===== src/rtl/fft_frame_feeder_if.sv =====
// AXI-Stream link from the frame feeder to the FFT slave input.
//   tdata  : {16'h0000 imaginary, 16-bit real part}
//   tvalid : source holds a beat
//   tlast  : last beat of an FFT frame
//   tready : sink accepts the beat
interface fft_frame_feeder_if;
  logic [31:0] tdata;
  logic        tvalid;
  logic        tlast;
  logic        tready;

  modport master (output tdata, output tvalid, output tlast, input  tready);
  modport slave  (input  tdata, input  tvalid, input  tlast, output tready);
endinterface


===== src/rtl/fft_frame_feeder.sv =====
// Streams recorded samples from sample memory into the FFT as fixed-length
// frames, zero-padding the final partial frame and asserting tlast on every
// FRAME_LEN-th beat. A small prefetch FIFO hides the memory read latency so
// that, with tready held high, one beat per cycle leaves the block.
//
// Ports:
//   clk_in, rst_in     clock, asynchronous active-high reset
//   start_in           start pulse (accepted only in IDLE)
//   sample_count_in    number of valid samples, latched at start
//   mem_addr_out       sample memory read address
//   mem_data_in        sample data, MEM_LATENCY cycles after its address
//   m_axis             AXI-Stream master towards the FFT
//   busy_out           high from start acceptance until the final handshake
//   done_out           one-cycle pulse after the final beat is accepted
//   frame_count_out    frames fully transferred since the last start
module fft_frame_feeder #(
  parameter int unsigned FRAME_LEN    = 1024,
  parameter int unsigned SAMPLE_WIDTH = 8,
  parameter int unsigned ADDR_WIDTH   = 17,
  parameter int unsigned MEM_LATENCY  = 2,
  parameter int unsigned FIFO_DEPTH   = 4
) (
  input  logic                    clk_in,
  input  logic                    rst_in,
  input  logic                    start_in,
  input  logic [ADDR_WIDTH-1:0]   sample_count_in,
  output logic [ADDR_WIDTH-1:0]   mem_addr_out,
  input  logic [SAMPLE_WIDTH-1:0] mem_data_in,
  fft_frame_feeder_if.master      m_axis,
  output logic                    busy_out,
  output logic                    done_out,
  output logic [15:0]             frame_count_out
);

  localparam int unsigned CW  = ADDR_WIDTH + 1;
  localparam int unsigned FLB = $clog2(FRAME_LEN);
  localparam int unsigned PW  = (FIFO_DEPTH > 1) ? $clog2(FIFO_DEPTH) : 1;
  localparam int unsigned UW  = $clog2(FIFO_DEPTH + 1);

  typedef enum logic [1:0] {IDLE, STREAM, FINISH} state_t;

  state_t                  state_q;
  logic [CW-1:0]           n_q, t_q, rd_cnt_q, beat_cnt_q;
  logic [ADDR_WIDTH-1:0]   addr_q;
  logic [MEM_LATENCY:0]    pipe_v_q, pipe_z_q;
  logic [MEM_LATENCY:0]    pipe_v_d, pipe_z_d;
  logic [SAMPLE_WIDTH-1:0] fifo_q [FIFO_DEPTH];
  logic [PW-1:0]           wr_ptr_q, rd_ptr_q;
  logic [UW-1:0]           fifo_cnt_q, used_q;
  logic [SAMPLE_WIDTH-1:0] out_q;
  logic                    out_v_q, out_last_q;
  logic                    busy_q, done_q;
  logic [15:0]             frames_q;

  logic                    hs, issue, pad, cap, out_free, pop, load_byp, push;
  logic                    last_next;
  logic [SAMPLE_WIDTH-1:0] cap_data;
  logic [CW-1:0]           beat_cnt_d, n_start, t_start;
  logic [PW-1:0]           wr_ptr_inc, rd_ptr_inc;

  always_comb begin
    hs         = out_v_q & m_axis.tready;
    // Credits cover FIFO entries, the output register and reads still in the
    // delay line; a beat leaving this cycle frees its credit immediately so a
    // full pipeline can keep issuing one read per cycle.
    issue      = (state_q == STREAM) && (rd_cnt_q < t_q) &&
                 ((used_q != UW'(FIFO_DEPTH)) || hs);
    pad        = !(rd_cnt_q < n_q);
    cap        = pipe_v_q[MEM_LATENCY];
    cap_data   = pipe_z_q[MEM_LATENCY] ? '0 : mem_data_in;
    beat_cnt_d = beat_cnt_q + CW'(hs);
    out_free   = !out_v_q || hs;
    pop        = out_free && (fifo_cnt_q != '0);
    // Empty FIFO: the arriving sample goes straight to the output register.
    load_byp   = out_free && (fifo_cnt_q == '0) && cap;
    push       = cap && !load_byp;
    last_next  = (beat_cnt_d[FLB-1:0] == '1);
    n_start    = {1'b0, sample_count_in};
    t_start    = (n_start + CW'(FRAME_LEN - 1)) & ~CW'(FRAME_LEN - 1);
    wr_ptr_inc = (wr_ptr_q == PW'(FIFO_DEPTH - 1)) ? '0 : wr_ptr_q + PW'(1);
    rd_ptr_inc = (rd_ptr_q == PW'(FIFO_DEPTH - 1)) ? '0 : rd_ptr_q + PW'(1);
    pipe_v_d    = '0;
    pipe_z_d    = '0;
    pipe_v_d[0] = issue;
    pipe_z_d[0] = issue && pad;
    for (int unsigned i = 1; i <= MEM_LATENCY; i++) begin
      pipe_v_d[i] = pipe_v_q[i-1];
      pipe_z_d[i] = pipe_z_q[i-1];
    end
  end

  // Storage needs no reset; occupancy is tracked by the reset pointers.
  always_ff @(posedge clk_in) begin
    if (push) fifo_q[wr_ptr_q] <= cap_data;
  end

  always_ff @(posedge clk_in or posedge rst_in) begin
    if (rst_in) begin
      state_q    <= IDLE;
      n_q        <= '0;
      t_q        <= '0;
      rd_cnt_q   <= '0;
      beat_cnt_q <= '0;
      addr_q     <= '0;
      pipe_v_q   <= '0;
      pipe_z_q   <= '0;
      wr_ptr_q   <= '0;
      rd_ptr_q   <= '0;
      fifo_cnt_q <= '0;
      used_q     <= '0;
      out_q      <= '0;
      out_v_q    <= 1'b0;
      out_last_q <= 1'b0;
      busy_q     <= 1'b0;
      done_q     <= 1'b0;
      frames_q   <= '0;
    end else begin
      pipe_v_q   <= pipe_v_d;
      pipe_z_q   <= pipe_z_d;
      used_q     <= used_q + UW'(issue) - UW'(hs);
      fifo_cnt_q <= fifo_cnt_q + UW'(push) - UW'(pop);
      beat_cnt_q <= beat_cnt_d;
      done_q     <= 1'b0;

      if (issue) begin
        rd_cnt_q <= rd_cnt_q + CW'(1);
        if (!pad) addr_q <= rd_cnt_q[ADDR_WIDTH-1:0];
      end
      if (push) wr_ptr_q <= wr_ptr_inc;

      if (pop) begin
        out_q      <= fifo_q[rd_ptr_q];
        out_v_q    <= 1'b1;
        out_last_q <= last_next;
        rd_ptr_q   <= rd_ptr_inc;
      end else if (load_byp) begin
        out_q      <= cap_data;
        out_v_q    <= 1'b1;
        out_last_q <= last_next;
      end else if (out_free) begin
        out_v_q    <= 1'b0;
        out_last_q <= 1'b0;
      end

      if (hs && out_last_q) frames_q <= frames_q + 16'd1;

      case (state_q)
        IDLE: begin
          if (start_in) begin
            n_q        <= n_start;
            t_q        <= t_start;
            rd_cnt_q   <= '0;
            beat_cnt_q <= '0;
            frames_q   <= '0;
            if (sample_count_in == '0) begin
              state_q <= FINISH;
              done_q  <= 1'b1;
            end else begin
              state_q <= STREAM;
              busy_q  <= 1'b1;
            end
          end
        end
        STREAM: begin
          if (beat_cnt_d == t_q) begin
            state_q <= FINISH;
            busy_q  <= 1'b0;
            done_q  <= 1'b1;
          end
        end
        FINISH: state_q <= IDLE;
        default: state_q <= IDLE;
      endcase
    end
  end

  assign mem_addr_out     = addr_q;
  assign m_axis.tdata     = {16'h0000, out_q, {(16 - SAMPLE_WIDTH){1'b0}}};
  assign m_axis.tvalid    = out_v_q;
  assign m_axis.tlast     = out_last_q;
  assign busy_out         = busy_q;
  assign done_out         = done_q;
  assign frame_count_out  = frames_q;

endmodule


===== src/flat_wrapper.sv =====
// flat-port wrapper written by rule: the top's interface ports become plain ports
module fft_frame_feeder_flat 
#(
  parameter int unsigned FRAME_LEN    = 1024,
  parameter int unsigned SAMPLE_WIDTH = 8,
  parameter int unsigned ADDR_WIDTH   = 17,
  parameter int unsigned MEM_LATENCY  = 2,
  parameter int unsigned FIFO_DEPTH   = 4
)
  (clk_in, rst_in, start_in, sample_count_in, mem_addr_out, mem_data_in, busy_out, done_out, frame_count_out, m_axis_tdata, m_axis_tvalid, m_axis_tlast, m_axis_tready);
  fft_frame_feeder_if m_axis_i ();
  input  logic clk_in;
  input  logic rst_in;
  input  logic start_in;
  input  logic [ADDR_WIDTH-1:0] sample_count_in;
  output logic [ADDR_WIDTH-1:0] mem_addr_out;
  input  logic [SAMPLE_WIDTH-1:0] mem_data_in;
  output logic busy_out;
  output logic done_out;
  output logic [15:0] frame_count_out;
  output wire logic [$bits(m_axis_i.tdata)-1:0] m_axis_tdata;
  output wire logic [$bits(m_axis_i.tvalid)-1:0] m_axis_tvalid;
  output wire logic [$bits(m_axis_i.tlast)-1:0] m_axis_tlast;
  input wire logic [$bits(m_axis_i.tready)-1:0] m_axis_tready;
  assign m_axis_tdata = m_axis_i.tdata;
  assign m_axis_tvalid = m_axis_i.tvalid;
  assign m_axis_tlast = m_axis_i.tlast;
  assign m_axis_i.tready = m_axis_tready;
  fft_frame_feeder #(.FRAME_LEN(FRAME_LEN), .SAMPLE_WIDTH(SAMPLE_WIDTH), .ADDR_WIDTH(ADDR_WIDTH), .MEM_LATENCY(MEM_LATENCY), .FIFO_DEPTH(FIFO_DEPTH)) u_core (.clk_in(clk_in), .rst_in(rst_in), .start_in(start_in), .sample_count_in(sample_count_in), .mem_addr_out(mem_addr_out), .mem_data_in(mem_data_in), .m_axis(m_axis_i), .busy_out(busy_out), .done_out(done_out), .frame_count_out(frame_count_out));
endmodule

===== config.mk =====
export PLATFORM = sky130hd
export DESIGN_NAME = fft_frame_feeder_flat
export DESIGN_NICKNAME = d
export VERILOG_FILES = /design/src/rtl/fft_frame_feeder_if.sv /design/src/rtl/fft_frame_feeder.sv /design/src/flat_wrapper.sv
export SDC_FILE = /design/constraint.sdc
export NUM_CORES = 1
export LEC_CHECK = 0
export CAP_MARGIN = 20
export CORE_ASPECT_RATIO = 0.5
export CORE_MARGIN = 2
export CORE_UTILIZATION = 35
export DETAILED_ROUTE_END_ITERATION = 10
export DONT_BUFFER_PORTS = 1
export PLACE_DENSITY = 0.56
export RECOVER_POWER = 50
export SYNTH_ARGS = -nofsm -noshare
export SYNTH_HDL_FRONTEND = slang
export SYNTH_SLANG_ARGS = --single-unit

===== constraint.sdc =====
create_clock -name clk_in -period 4 [get_ports clk_in]
set_clock_uncertainty 0.15 [all_clocks]
set_input_delay 0.2 -clock clk_in [delete_from_list [all_inputs] [get_ports clk_in]]
set_output_delay 0.2 -clock clk_in [all_outputs]
set_load 0.005 [all_outputs]

# Word-level counts from Yosys, hierarchy flattened
# Memories as Yosys holds them, arrays and structs flattened.
# Index checks and enable logic that the tools add are counted.
[classes]
n_addsub = 10
n_lt_le_gt_ge = 2
eq_ne = 9
mux = 32
bitwise_logic = 1
reduce_logical = 24
[op_table]
columns = ["cell", "n"]
rows = [
  ["$mux W18", 5],
  ["$mux W16", 3],
  ["$mux W8", 3],
  ["$add A17 B10 Y18 const B", 1],
  ["$add A18 B1 Y18", 1],
  ["$add A18 B1 Y18 const B", 1],
  ["$eq A18 B18 Y1", 1],
  ["$lt A18 B17 Y1", 1],
  ["$lt A18 B18 Y1", 1],
  ["$logic_not A17 Y1", 1],
  ["$add A16 B1 Y16 const B", 1],
  ["$mux W1", 13],
  ["$eq A10 B10 Y1 const B", 1],
  ["$mux W2", 5],
  ["$logic_and A1 B1 Y1", 8],
  ["$add A3 B1 Y3", 2],
  ["$ne A2 B2 Y1 const B", 3],
  ["$reduce_and A2 Y1", 3],
  ["$reduce_bool A3 Y1", 2],
  ["$sub A3 B1 Y3", 2],
  ["$add A2 B1 Y2 const B", 2],
  ["$eq A2 B2 Y1 const B", 2],
  ["$pmux W1 S2", 2],
  ["$pmux W2 S2", 1],
  ["other kinds (9)", 13],
]
[totals]
ff_bits = 124
ram_bits = 32
inputBits = 29
memories = 1
[memory_table]
columns = ["memory", "depth", "word_bits", "read_ports", "rd_ports_with_merged_regs", "write_ports", "line", "source"]
rows = [
  ["u_core.fifo_q", 4, 8, 1, 0, 1, "fft_frame_feeder.sv:47", "logic [SAMPLE_WIDTH-1:0] fifo_q [FIFO_DEPTH];"],
]

# Logic depth before layout (Yosys ltp)
# Gate-level depths: netlist of the first run.
[logic_depth]
word_depth = 8
mapped_depth = 11
mapped_depth_nobuf = 10

# Worst setup path before layout of the first run
# OpenSTA, ideal clock, no wires.
[synth_path]
kind = "reg-to-reg"
from = "register u_core.out_v_q (netlist: u_core.m_axis.tvalid)"
to = "register u_core.state_q[0]"
t_arrival_ns = 2.582
slack_ns = 1.120
stages_incl_launch_ff = 12
n_path_buf = 1
cell_sequence = "dfrtp_1 -> and2_1 -> ha_1 -> ha_1 -> nand2_2 -> or3_1 -> buf_6 -> nor4_4 -> xnor2_1 -> nor2_1 -> a211oi_1 -> a311oi_1"
[synth_via]
elab_chain_len = 5
[synth_lines]
columns = ["element", "line", "source"]
rows = [
  ["start: declaration", "fft_frame_feeder.sv:51", "logic out_v_q, out_last_q;"],
  ["start signal: assignment", "fft_frame_feeder.sv:112", "out_v_q <= 1'b0;"],
  ["start signal: assignment", "fft_frame_feeder.sv:133", "out_v_q <= 1'b1;"],
  ["start signal: assignment", "fft_frame_feeder.sv:138", "out_v_q <= 1'b1;"],
  ["$and A1 B1 Y1", "fft_frame_feeder.sv:62", "hs = out_v_q & m_axis.tready;"],
  ["$add A18 B1 Y18", "fft_frame_feeder.sv:71", "beat_cnt_d = beat_cnt_q + CW'(hs);"],
  ["$eq A18 B18 Y1", "fft_frame_feeder.sv:165", "if (beat_cnt_d == t_q) begin"],
  ["$ne A2 B2 Y1 (no source line)", "-", ""],
  ["$reduce_and A2 Y1 (no source line)", "-", ""],
  ["end signal: assignment", "fft_frame_feeder.sv:166", "state_q <= FINISH;"],
  ["end signal: assignment", "fft_frame_feeder.sv:171", "FINISH: state_q <= IDLE;"],
  ["end signal: assignment", "fft_frame_feeder.sv:172", "default: state_q <= IDLE;"],
  ["end: declaration", "fft_frame_feeder.sv:42", "state_t state_q;"],
]
# No other way between the ends.
# A chain may end at the register's enable or synchronous reset.

# Worst setup path after layout of the first run
[layout_path]
from = "register u_core.out_v_q (netlist: u_core.m_axis.tvalid)"
to = "register u_core.busy_q (netlist: u_core.busy_out)"
[layout_via]
elab_chain_len = 5
[layout_lines]
columns = ["element", "line", "source"]
rows = [
  ["$and A1 B1 Y1", "fft_frame_feeder.sv:62", ""],
  ["$add A18 B1 Y18", "fft_frame_feeder.sv:71", ""],
  ["$eq A18 B18 Y1", "fft_frame_feeder.sv:165", ""],
  ["$ne A2 B2 Y1 (no source line)", "-", ""],
  ["$reduce_and A4 Y1 (no source line)", "-", ""],
  ["end signal: assignment", "fft_frame_feeder.sv:114", "busy_q <= 1'b0;"],
  ["end signal: assignment", "fft_frame_feeder.sv:160", "busy_q <= 1'b1;"],
  ["end signal: assignment", "fft_frame_feeder.sv:167", "busy_q <= 1'b0;"],
  ["end: declaration", "fft_frame_feeder.sv:52", "logic busy_q, done_q;"],
]
# No other way between the ends.

==> results of run 1 <==
## layer usage
layer  share of wire  track usage
met1            0.48       0.2039
met2            0.46       0.2416
met3           0.046      0.04260
met4           0.013      0.04975
met5               0            0
## kinds of logic (layout without fill, tap and decap cells)
| family | after synthesis | in the layout | share of synthesized area |
|---|---|---|---|
| other | 1 | 24 | 0.0004783 |
| AOI/OAI and AO/OA | 106 | 106 | 0.08602 |
| DFF | 156 | 156 | 0.5184 |
| xor gates and xnor gates | 52 | 52 | 0.05809 |
| buffers and inverters | 92 | 112 | 0.05809 |
| muxes | 40 | 40 | 0.06703 |
| and+or+nand+nor | 236 | 236 | 0.1494 |
| adders and majority gates | 38 | 38 | 0.06256 |
## final cells by class
class / count / area (um2)
inverters: 46 / 176.4
well taps: 300 / 375.4
flip-flops and latches: 156 / 4064
clock inverters: 10 / 138.9
repair buffers: 34 / 325.3
fillers: 2079 / 12860
clock buffers: 22 / 474.2
multi-input cells: 496 / 3408
## sequential cells by signal, summed over array words and instances, names as in the netlist, 2 cells and up
name,flops
u_core.beat_cnt_q,18
u_core.fifo_cnt_q,3
u_core.fifo_q,32
u_core.frame_count_out,16
u_core.mem_addr_out,17
u_core.n_q,17
u_core.out_q,8
u_core.pipe_v_q,3
u_core.pipe_z_q,3
u_core.rd_cnt_q,18
u_core.rd_ptr_q,2
u_core.state_q,2
u_core.t_q,8
u_core.used_q,3
u_core.wr_ptr_q,2
## layout by cell type, fill, tap and decap left out, types with 8 or more instances in the layout
master and instances:
dfrtp_1 124, nor2_1 67, nand2_1 59, inv_1 45, ha_1 36, a21oi_1 32
xnor2_1 32, edfxtp_1 32, o21ai_0 31, dlygate4sd3_1 28, conb_1 24, mux2_2 20
xor2_1 20, nand3_1 19, clkbuf_16 17, nor3_1 13, nand4_1 13, nor2b_1 12
mux2i_1 12, and3_1 12, a211oi_1 9, mux4_2 8, nor4_1 8
## Yosys cell counts (4+ instances only)
| library cell | n |
|---|---|
| inv_1 | 46 |
| and2_1 | 6 |
| mux2i_1 | 12 |
| and3_1 | 12 |
| nor3_1 | 13 |
| nor4_1 | 8 |
| a21o_1 | 7 |
| a21oi_1 | 32 |
| mux2_2 | 20 |
| a211oi_1 | 9 |
| nor2b_1 | 12 |
| buf_4 | 25 |
| buf_1 | 4 |
| xor2_1 | 20 |
| clkbuf_1 | 14 |
| ha_1 | 36 |
| xnor2_1 | 32 |
| mux4_2 | 8 |
| o21ai_0 | 31 |
| a31o_2 | 7 |
| edfxtp_1 | 32 |
| a31oi_1 | 4 |
| or3_1 | 5 |
| nand2b_1 | 5 |
| nor2_1 | 67 |
| nand3_1 | 19 |
| dfrtp_1 | 124 |
| nand4_1 | 13 |
| nand2_1 | 59 |
## worst reg2reg max path: stages, from the launching register on
cell and delay, ns:
dfrtp_1 0.45, and2_1 0.22, ha_1 0.23, ha_1 0.26
nand2_2 0.13, or3_1 0.49, nor4_4 0.37, xnor2_1 0.18
nor2_1 0.06, a211oi_1 0.40, a31oi_1 0.17
## metrics by stage
| stage | instance area (um2) | std cells | hold slack [ns] | setup WS (ns) |
|---|---|---|---|---|
| after global placement | 8070 | 1004 | 0.1595 | 0.8377 |
| after detailed placement | 8070 | 1004 | 0.1645 | 0.7703 |
| final | 8962 | 1064 | 0.06767 | 0.7366 |
| after CTS | 8964 | 1064 | 0.05436 | 0.7183 |
| after global routing | 8962 | 1064 | 0.09833 | 0.4431 |
| after floorplan | 7926 | 744 | 0.1554 | 0.3508 |
## power by group
part / internal, uW / switching [uW]
registers: 2250 / 542
logic: 1080 / 1160
clock network: 1030 / 647
## final timing paths
check	from	end	slack (ns)	depth (start not counted)
max	u_core.m_axis.tvalid$_DFFE_PP0P_	u_core.busy_out$_DFFE_PP0P_	0.74	10
min	m_axis_tready	u_core.m_axis.tvalid$_DFFE_PP0P_	0.07	3
max reg2reg	u_core.m_axis.tvalid$_DFFE_PP0P_	u_core.busy_out$_DFFE_PP0P_	0.74	10
min reg2reg	u_core.pipe_v_q[1]$_DFF_PP0_	u_core.pipe_v_q[2]$_DFF_PP0_	0.20	0
max in group asynchronous	rst_in	u_core.frame_count_out[7]$_DFF_PP0_	1.72	3
min in group asynchronous	rst_in	u_core.mem_addr_out[1]$_DFFE_PP0P_	0.74	2
==> results.tsv, run 1 <==
stage	metric	value	unit
clock_tree	insertion_delay	0.43	ns
grt	grtUsageTotal	0.1526	
clock_tree	cts-buffers-inserted	17	
synthesis	yosys_warnings	0	
cells_and_area	nets	818	
detailed_routing	vias	5198	
worst_setup_path	crit_top_cell	ha_1	
clock_tree	postCtsResizedCells	0	
synthesis	synthTopCellsByArea	dfrtp_1 40%, edfxtp_1 12%, ha_1 5.7%	
run_status	status	finished, violations left	
clock_tree	cts-htree-levels	4	
detailed_routing	drt_iter0_drc	429	
run_status	failed_checks	capacitance limit, slew limit	
worst_setup_path	crit_slowest_cell	or3_1	
grt	grt_max_degree	98	
power	powerDensity	747.8	nW/um2
floorplanning	die_area	23690	um2
worst_setup_path	crit_fanout	7	
sta	rsz0062_at_grt	no	
synthesis	synth_edf_count	32	
sta	finalCriticalPeriod	3.263	ns
cells_and_area	drive_gt1_frac	0.1099	
detailed_routing	vias_per_cell	4.885	
worst_setup_path	path_cells	and2_1 > ha_1 > ha_1 > nand2_2 > or3_1 > nor4_4 > xnor2_1 > nor2_1 > a211oi_1 > a31oi_1	
sta	relSlewSlack	-0.3898	
detailed_routing	wl_per_cell	15.94	um
clock_tree	cts_hold_buffers	28	
clock_tree	cts_tree	built	
sta	hold_viol	0	
worst_setup_path	path_class	flop to flop	
synthesis	syn_avg_cell_area	10.87	um2
worst_setup_path	cp_top_family	simple AND/OR/NAND/NOR gates	
power	power	6702	uW
synthesis	synthesis.area	7840	um2
run	maxCapViolCount	1	
cells_and_area	final_util	0.4107	
grt	first_global_vias	5172	
detailed_routing	postRouteAntennaNets	0	
sta	setup_viol	0	
power	max-vdd-ir-drop	0.0003126	V
clock_tree	cts_max_path_buffers	2	
floorplanning	start_util	0.3592	
clock_tree	cts-root-buf	clkbuf_16	
detailed_routing	drc	0	
clock_tree	cts_setup_buffers	0	
synthesis	synthArstFlopShare	0.7949	
grt	grt_overflow	0	
synthesis	synth_ff_type	dfrtp_1	
sta	tns	0	ns
sta	worstMarginPinSlew	2.080	ns
detailed_routing	first_pass_iters	4	
floorplanning	core	21820	um2
cells_and_area	area_growth	14.32	%
synthesis	yosysSeqAreaShare	0.5184	
placement	place_congestion	0.8059	
clock_tree	cts.reportedPaths.clkPinSlew	0.06	ns
min_path	hold_class	primary input to flop	
floorplanning	die_h	109.8	um
floorplanning	die_x	215.7	um
synthesis	synth.distinct_cells	56	
synthesis	netlist_instances	721	
worst_setup_path	cp.arrival	3.39	ns
worst_setup_path	cp-end-kind	flop	
clock_tree	cts_sinks	156	
floorplanning	row_count	38	
floorplanning	num_io_pins	98	
placement	hpwl	11.88	mm
worst_setup_path	startpoint_type	flop	
grt	grt_pass1_wl	27.86	mm
synthesis	netlist.area_leader.share	0.3958	
sta	slew_violations	98	
synthesis	yosysTopAreaCell	dfrtp_1	
power	p_leak	0.003867	uW
worst_setup_path	critPathBufInv	0	
detailed_routing	drt_wl_total	16.96	mm
placement	port_buffers	0	
cells_and_area	insertedDiodeCount	0	
sta	fin_crit_sh	0.8158	
worst_setup_path	worstPathRequired	4.13	ns
grt	antenna_found_initial	0	
worst_setup_path	cpPeakStageDelay	0.49	ns
synthesis	synth_seq_cells	156	
sta	max_freq	0.3064	GHz
Power figures use the tool's default switching activity.
==> inputs of run 2 (changes only) <==
PLACE_DENSITY = 0.58   (was 0.56)
clock period = 2.9 ns   (was 4 ns; I/O delays follow)
==> results.tsv, run 2 (synthesis results as in run 1) <==
stage	metric	value	unit	change
run_status	status	finished, violations left		
run_status	failed_checks	capacitance limit, slew limit		
cells_and_area	layout_commonest_cell	dfrtp_1		
sta	max_freq	0.3684	GHz	+20%
detailed_routing	first_pass_iters	4		unchanged
cells_and_area	reg_top3	u_core.fifo_q: 32 flops, u_core.beat_cnt_q: 18 flops, u_core.rd_cnt_q: 18 flops		
worst_setup_path	path_class	flop to flop		
floorplanning	die_h	109.8	um	unchanged
floorplanning	die_x	215.7	um	unchanged
clock_tree	cts_max_path_buffers	2		unchanged
placement	place_congestion	0.8419		+4.5%
floorplanning	die_area	23690	um2	unchanged
cells_and_area	mostFrequentLayoutCells	124 x dfrtp_1, 67 x nor2_1, 59 x nand2_1, 45 x inv_1, 35 x ha_1		
clock_tree	cts_tree	built		
grt	grt_overflow	0		unchanged
clock_tree	cts_sinks	156		unchanged
grt	grt_max_degree	122		+24%
min_path	hold_class	primary input to flop		
clock_tree	cts-htree-levels	4		unchanged
grt	antenna_found_initial	0		unchanged
run	maxCapViolCount	1		unchanged
cells_and_area	area_growth	16.61	%	
detailed_routing	drt_iter0_drc	438		+2.1%
sta	hold_viol	0		unchanged
worst_setup_path	critical_path.startpoint	u_core.m_axis.tvalid$_DFFE_PP0P_		
worst_setup_path	cp.arrival	2.86	ns	-0.53 ns
clock_tree	cts_setup_buffers	0		unchanged
worst_setup_path	r2r-end	u_core.busy_out$_DFFE_PP0P_		
clock_tree	insertion_delay	0.43	ns	about the same
sta	relSlewSlack	-0.1155		+0.2743
power	max-vdd-ir-drop	0.0004980	V	+59%
worst_setup_path	rrSetupSlack	0.19	ns	-0.55 ns
cells_and_area	nFillCells	2059		-0.96%
power	power	9420	uW	+41%
detailed_routing	drc	0		unchanged
worst_setup_path	path_cells	and2_1 > ha_2 > ha_1 > buf_4 > and2_1 > nor3_1 > o21ai_0 > mux2_2 > nor4_1 > o2111a_2 > a31oi_1		
clock_tree	cts-buffers-inserted	17		unchanged
floorplanning	core	21820	um2	unchanged
sta	worstMarginPinSlew	1.673	ns	-0.4071 ns
cells_and_area	insertedDiodeCount	0		unchanged
cells_and_area	final_util	0.4189		+0.008256
worst_setup_path	endpoint	u_core.busy_out$_DFFE_PP0P_		
power	powerDensity	1030	nW/um2	+38%
worst_setup_path	worstPathRequired	3.04	ns	-1.09 ns
floorplanning	num_io_pins	98		unchanged
worst_setup_path	cpPeakStageDelay	0.37	ns	-0.12 ns
worst_setup_path	crit_fanout	4		-3
worst_setup_path	r2r_start	u_core.m_axis.tvalid$_DFFE_PP0P_		
min_path	hp-start	m_axis_tready		
detailed_routing	drt_wl_total	16.81	mm	-0.90%
cells_and_area	largest_reg_flops	32		unchanged
clock_tree	cts-root-buf	clkbuf_16		
grt	grtUsageTotal	0.1513		-0.001324
cells_and_area	top_register	u_core.fifo_q		
worst_setup_path	ff2ff_path_depth	11		+1
detailed_routing	postRouteAntennaNets	0		unchanged
worst_setup_path	crit_top_cell	and2_1		
sta	slew_violations	122		+24%
detailed_routing	vias_per_cell	4.924		+0.80%
floorplanning	row_count	38		unchanged
detailed_routing	wl_per_cell	15.49	um	-2.8%
sta	finalCriticalPeriod	2.715	ns	-0.5488 ns
placement	port_buffers	0		unchanged
cells_and_area	nets	839		+2.6%
clock_tree	cts.reportedPaths.clkPinSlew	0.07	ns	about the same
detailed_routing	vias	5343		+2.8%
sta	fin_crit_sh	0.9361		+0.1202
grt	grt_pass1_wl	27.72	mm	-0.47%
floorplanning	start_util	0.3592		unchanged
placement	hpwl	11.78	mm	-0.79%
grt	first_global_vias	5229		+1.1%
worst_setup_path	cp-end-kind	flop		
cells_and_area	drive_gt1_frac	0.1376		+0.02763
worst_setup_path	crit_slowest_cell	dfrtp_1		
worst_setup_path	startpoint_type	flop		
power	p_leak	0.003977	uW	+2.8%
sta	setup_viol	0		unchanged
## run 2: metal layers
| metal | share of wire | track usage |
|---|---|---|
| met1 | 0.49 | 0.2059 |
| met2 | 0.45 | 0.2398 |
| met3 | 0.043 | 0.03817 |
| met4 | 0.012 | 0.04581 |
| met5 | 0 | 0 |
## run 2: power by group
| part | switching (uW) | internal, uW | leakage [uW] |
|---|---|---|---|
| Clock | 915 | 1310 | 0.000296 |
| Sequential | 696 | 3100 | 0.00183 |
| Combinational | 1680 | 1710 | 0.00185 |
| Total | 3300 | 6120 | 0.00398 |
## run 2: worst min path at each step
stage	to	slack, ns	cells past startpoint
after floorplan	u_core.n_q[0]$_DFFE_PP0P_	0.10	2
after global placement	u_core.mem_addr_out[0]$_DFFE_PP0P_	-0.24	1
after detailed placement	u_core.mem_addr_out[0]$_DFFE_PP0P_	-0.24	1
after CTS	u_core.beat_cnt_q[0]$_DFF_PP0_	0.01	3
after global routing	u_core.beat_cnt_q[0]$_DFF_PP0_	0.05	3
final	u_core.beat_cnt_q[0]$_DFF_PP0_	0.04	3
## run 2: worst max-delay path, delay by kind of cell (launching register included)
family                   cells  cell delay, ns
buffers and inverters        1            0.15
multiplexers                 1            0.27
AO/OA/AOI/OAI                3            0.50
AND/OR/NAND/NOR              4            0.75
adder cells (fa/ha/maj)      2            0.41
flip-flops                   1            0.37
## run 2: area by class of cell
class	instances	area [um2]	share of cell area
inverters	46	173.9	0.01902
clock inverters	11	103.9	0.01136
repair buffers	55	510.5	0.05584
clock buffers	21	493.0	0.05392
well taps	300	375.4	0.04106
flip-flops and latches	156	4064	0.4445
multi-input cells	496	3422	0.3743
## run 2: metrics by stage
| stage | hold WS [ns] | setup WS, ns | TNS (ns) | std cells | cell area, um2 |
|---|---|---|---|---|---|
| CTS | 0.009762 | 0.04423 | 0 | 1085 | 9144 |
| floorplan | 0.1004 | 0.02019 | 0 | 744 | 7930 |
| finish | 0.04007 | 0.1854 | 0 | 1085 | 9143 |
| global placement | -0.2373 | 0.1394 | 0 | 1024 | 8257 |
| detailed placement | -0.2351 | 0.07534 | 0 | 1024 | 8257 |
| global route | 0.05161 | -0.003287 | -0.003287 | 1085 | 9143 |
## run 2: repair_timing
action	4_1_cts	5_1_grt
resized for setup	0	3
hold endpoints to repair	189	0
setup endpoints to repair	0	4
hold buffers	29	0
==> inputs of run 3 (changes only) <==
ABC_AREA = 1   (was not set)
PLACE_DENSITY = not set   (was 0.58)
==> results.tsv, run 3 <==
stage	metric	value	unit	change
clock_tree	insertion_delay	0.44	ns	about the same
power	p_leak	0.004305	uW	+8.2%
floorplanning	die_area	24710	um2	+4.3%
floorplanning	die_h	112.2	um	+2.1%
synthesis	synthTopCellsByCount	169 x nand2_1, 124 x dfrtp_1, 122 x inv_1		
placement	place_congestion	0.8658		+2.8%
synthesis	netlist.area_leader.share	0.3790		-0.01681
detailed_routing	postRouteAntennaNets	0		unchanged
grt	first_global_vias	6381		+22%
cells_and_area	top_register	u_core.fifo_q		
clock_tree	cts_sinks	156		unchanged
synthesis	syn_avg_cell_area	8.511	um2	-22%
cells_and_area	reg_top3	u_core.fifo_q: 32 flops, u_core.beat_cnt_q: 18 flops, u_core.rd_cnt_q: 18 flops		
worst_setup_path	crit_top_cell	dlygate4sd3_1		
run	maxCapViolCount	1		unchanged
synthesis	netlist_instances	962		+33%
detailed_routing	first_pass_iters	5		+1
synthesis	synth_seq_cells	156		unchanged
run_status	status	finished, violations left		
worst_setup_path	crit_slowest_cell	dlygate4sd3_1		
synthesis	yosysTopAreaCell	dfrtp_1		
sta	slew_violations	35		-71%
sta	max_freq	0.3658	GHz	-0.71%
sta	setup_viol	0		unchanged
clock_tree	cts.reportedPaths.clkPinSlew	0.07	ns	about the same
sta	hold_viol	0		unchanged
worst_setup_path	path_class	primary input to flop		
power	max-vdd-ir-drop	0.0003234	V	-35%
detailed_routing	drc	0		unchanged
clock_tree	cts-htree-levels	4		unchanged
cells_and_area	area_growth	14.98	%	
worst_setup_path	startpoint_type	primary input		
run_status	failed_checks	capacitance limit, slew limit		
grt	antenna_found_initial	1		+1
floorplanning	num_io_pins	98		unchanged
placement	hpwl	13.48	mm	+14%
clock_tree	cts-buffers-inserted	17		unchanged
detailed_routing	drt_wl_total	18.93	mm	+13%
detailed_routing	wl_per_cell	14.30	um	-7.7%
floorplanning	row_count	39		+2.6%
worst_setup_path	worstPathRequired	3.08	ns	+0.04 ns
power	powerDensity	859.4	nW/um2	-17%
synthesis	synthesis.area	8188	um2	+4.4%
detailed_routing	vias	6482		+21%
cells_and_area	nets	1069		+27%
power	power	8091	uW	-14%
cells_and_area	mostFrequentLayoutCells	169 x nand2_1, 124 x dfrtp_1, 121 x inv_1, 113 x nor2_1, 93 x o21ai_0		
sta	tns	0	ns	unchanged
synthesis	synthArstFlopShare	0.7949		unchanged
cells_and_area	nFillCells	2251		+9.3%
worst_setup_path	path_cells	dlygate4sd3_1 > or2_2 > nor3_4 > nor2_2 > nand3_1 > dlygate4sd3_1 > nor3b_2 > a21oi_1 > a31oi_1 > dlygate4sd3_1		
cells_and_area	drive_gt1_frac	0.08276		-0.05482
worst_setup_path	cp.arrival	2.92	ns	+0.06 ns
worst_setup_path	cpPeakStageDelay	0.61	ns	+0.24 ns
sta	finalCriticalPeriod	2.734	ns	+0.01928 ns
worst_setup_path	crit_fanout	5		+1
synthesis	yosys_warnings	0		unchanged
sta	relSlewSlack	-0.02585		+0.08961
synthesis	post-synth-top-count-cell	nand2_1		
min_path	hold_class	flop to flop		
worst_setup_path	cp_top_family	buffers and inverters		
detailed_routing	drt_iter0_drc	473		+8.0%
synthesis	synth_edf_count	32		unchanged
detailed_routing	vias_per_cell	4.899		-0.51%
grt	grt_pass1_wl	32.05	mm	+16%
sta	rsz0062_at_grt	no		
clock_tree	cts_max_path_buffers	2		unchanged
synthesis	synth.distinct_cells	46		-18%
worst_setup_path	critPathBufInv	3		+2
sta	worstMarginPinSlew	1.530	ns	-0.1428 ns
synthesis	synth_ff_type	dfrtp_1		
clock_tree	cts-root-buf	clkbuf_16		
clock_tree	cts_tree	built		
cells_and_area	layout_commonest_cell	nand2_1		
synthesis	yosysSeqAreaShare	0.4963		-0.02202
floorplanning	core	22890	um2	+4.9%
placement	port_buffers	0		unchanged
floorplanning	start_util	0.3578		-0.001476
floorplanning	die_x	220.3	um	+2.2%
grt	grt_max_degree	49		-60%
cells_and_area	largest_reg_flops	32		unchanged
synthesis	synthTopCellsByArea	dfrtp_1 38%, edfxtp_1 12%, nand2_1 7.7%		
grt	grtUsageTotal	0.1655		+0.01418
worst_setup_path	cp-end-kind	flop		
clock_tree	cts_setup_buffers	0		unchanged
grt	grt_overflow	0		unchanged
sta	fin_crit_sh	0.9427		+0.006648
run 3: changes by cell type in the layout (fill, tap and decap cells not counted), sizes merged, moves of 9 or more:
cell and change:
mux2i -12, inv +80, xnor2 -27, nor2b -12, a21oi +28, mux2 -20
nor2 +59, nand2 +117, buf -10, a31o -9, nand3 +27, o21ai +65
and3 -12, a211oi -9
run 3: worst paths after layout:
path,start,endpoint,slack [ns],cells past startpoint
hold reg to reg,u_core.pipe_z_q[0]$_DFF_PP0_,u_core.pipe_z_q[1]$_DFF_PP0_,0.20,0
min in group asynchronous,rst_in,u_core.fifo_cnt_q[1]$_DFF_PP0_,0.37,2
setup / recovery,sample_count_in[9],u_core.t_q[15]$_DFFE_PP0P_,0.17,10
hold / removal,u_core.pipe_z_q[0]$_DFF_PP0_,u_core.pipe_z_q[1]$_DFF_PP0_,0.20,0
setup reg to reg,u_core.m_axis.tvalid$_DFFE_PP0P_,u_core.busy_out$_DFFE_PP0P_,0.38,17
max in group asynchronous,rst_in,u_core.rd_cnt_q[13]$_DFF_PP0_,0.52,3
run 3: what timing repair did:
| action | CTS | global route |
|---|---|---|
| endpoints found under the setup margin | 0 | 2 |
| hold endpoints to repair | 113 | 0 |
| gates resized for setup | 0 | 3 |
| hold buffers | 30 | 0 |
run 3: cell families (layout without fill, tap and decap cells):
| group | after synthesis | in the layout | synth area share |
|---|---|---|---|
| AOI/OAI and AO/OA | 181 | 181 | 0.1184 |
| xor gates and xnor gates | 19 | 19 | 0.02032 |
| adders and majority gates | 38 | 38 | 0.05990 |
| buffers and inverters | 171 | 201 | 0.09092 |
| DFF | 156 | 156 | 0.4963 |
| other | 1 | 25 | 0.0004580 |
| and+or+nand+nor | 396 | 396 | 0.2136 |
run 3: routing by layer:
metal  track usage  up-vias  part of all wire  routed length [um]
li1              -     3195                 -                   -
met1        0.2174     3123              0.47                8877
met2        0.2679      141              0.48                9045
met3       0.03117       23             0.034                 638
met4       0.07204        0             0.019                 363
met5             0        -                 0                   0
run 3: power by group:
part	total [uW]	internal, uW	switching [uW]
Sequential	3300	2900	399
Combinational	2490	876	1610
Clock	2300	1310	987
run 3: stage by stage:
stage | hold WS, ns | cells | utilization | cell area (um2) | setup WS [ns]
6_report | 0.2021 | 1323 | 0.4114 | 9414 | 0.1661
5_1_grt | 0.2126 | 1323 | 0.4114 | 9414 | 0.001290
2_1_floorplan | 0.07677 | 985 | - | 8278 | 0.6146
3_3_place_gp | 0.05681 | 1260 | 0.3726 | 8528 | 0.3853
4_1_cts | 0.1996 | 1322 | 0.4120 | 9428 | 0.04042
3_5_place_dp | 0.05918 | 1260 | 0.3726 | 8528 | 0.3051
run 3: final cells by class:
type	instances	area, um2	share of cell area
multi-input cells	658	3490	0.3707
flip-flops and latches	156	4064	0.4317
well taps	307	384.1	0.04080
clock inverters	13	155.1	0.01648
inverters	124	466.7	0.04957
clock buffers	19	444.2	0.04718
repair buffers	45	407.9	0.04333
diodes	1	2.502	0.0002658
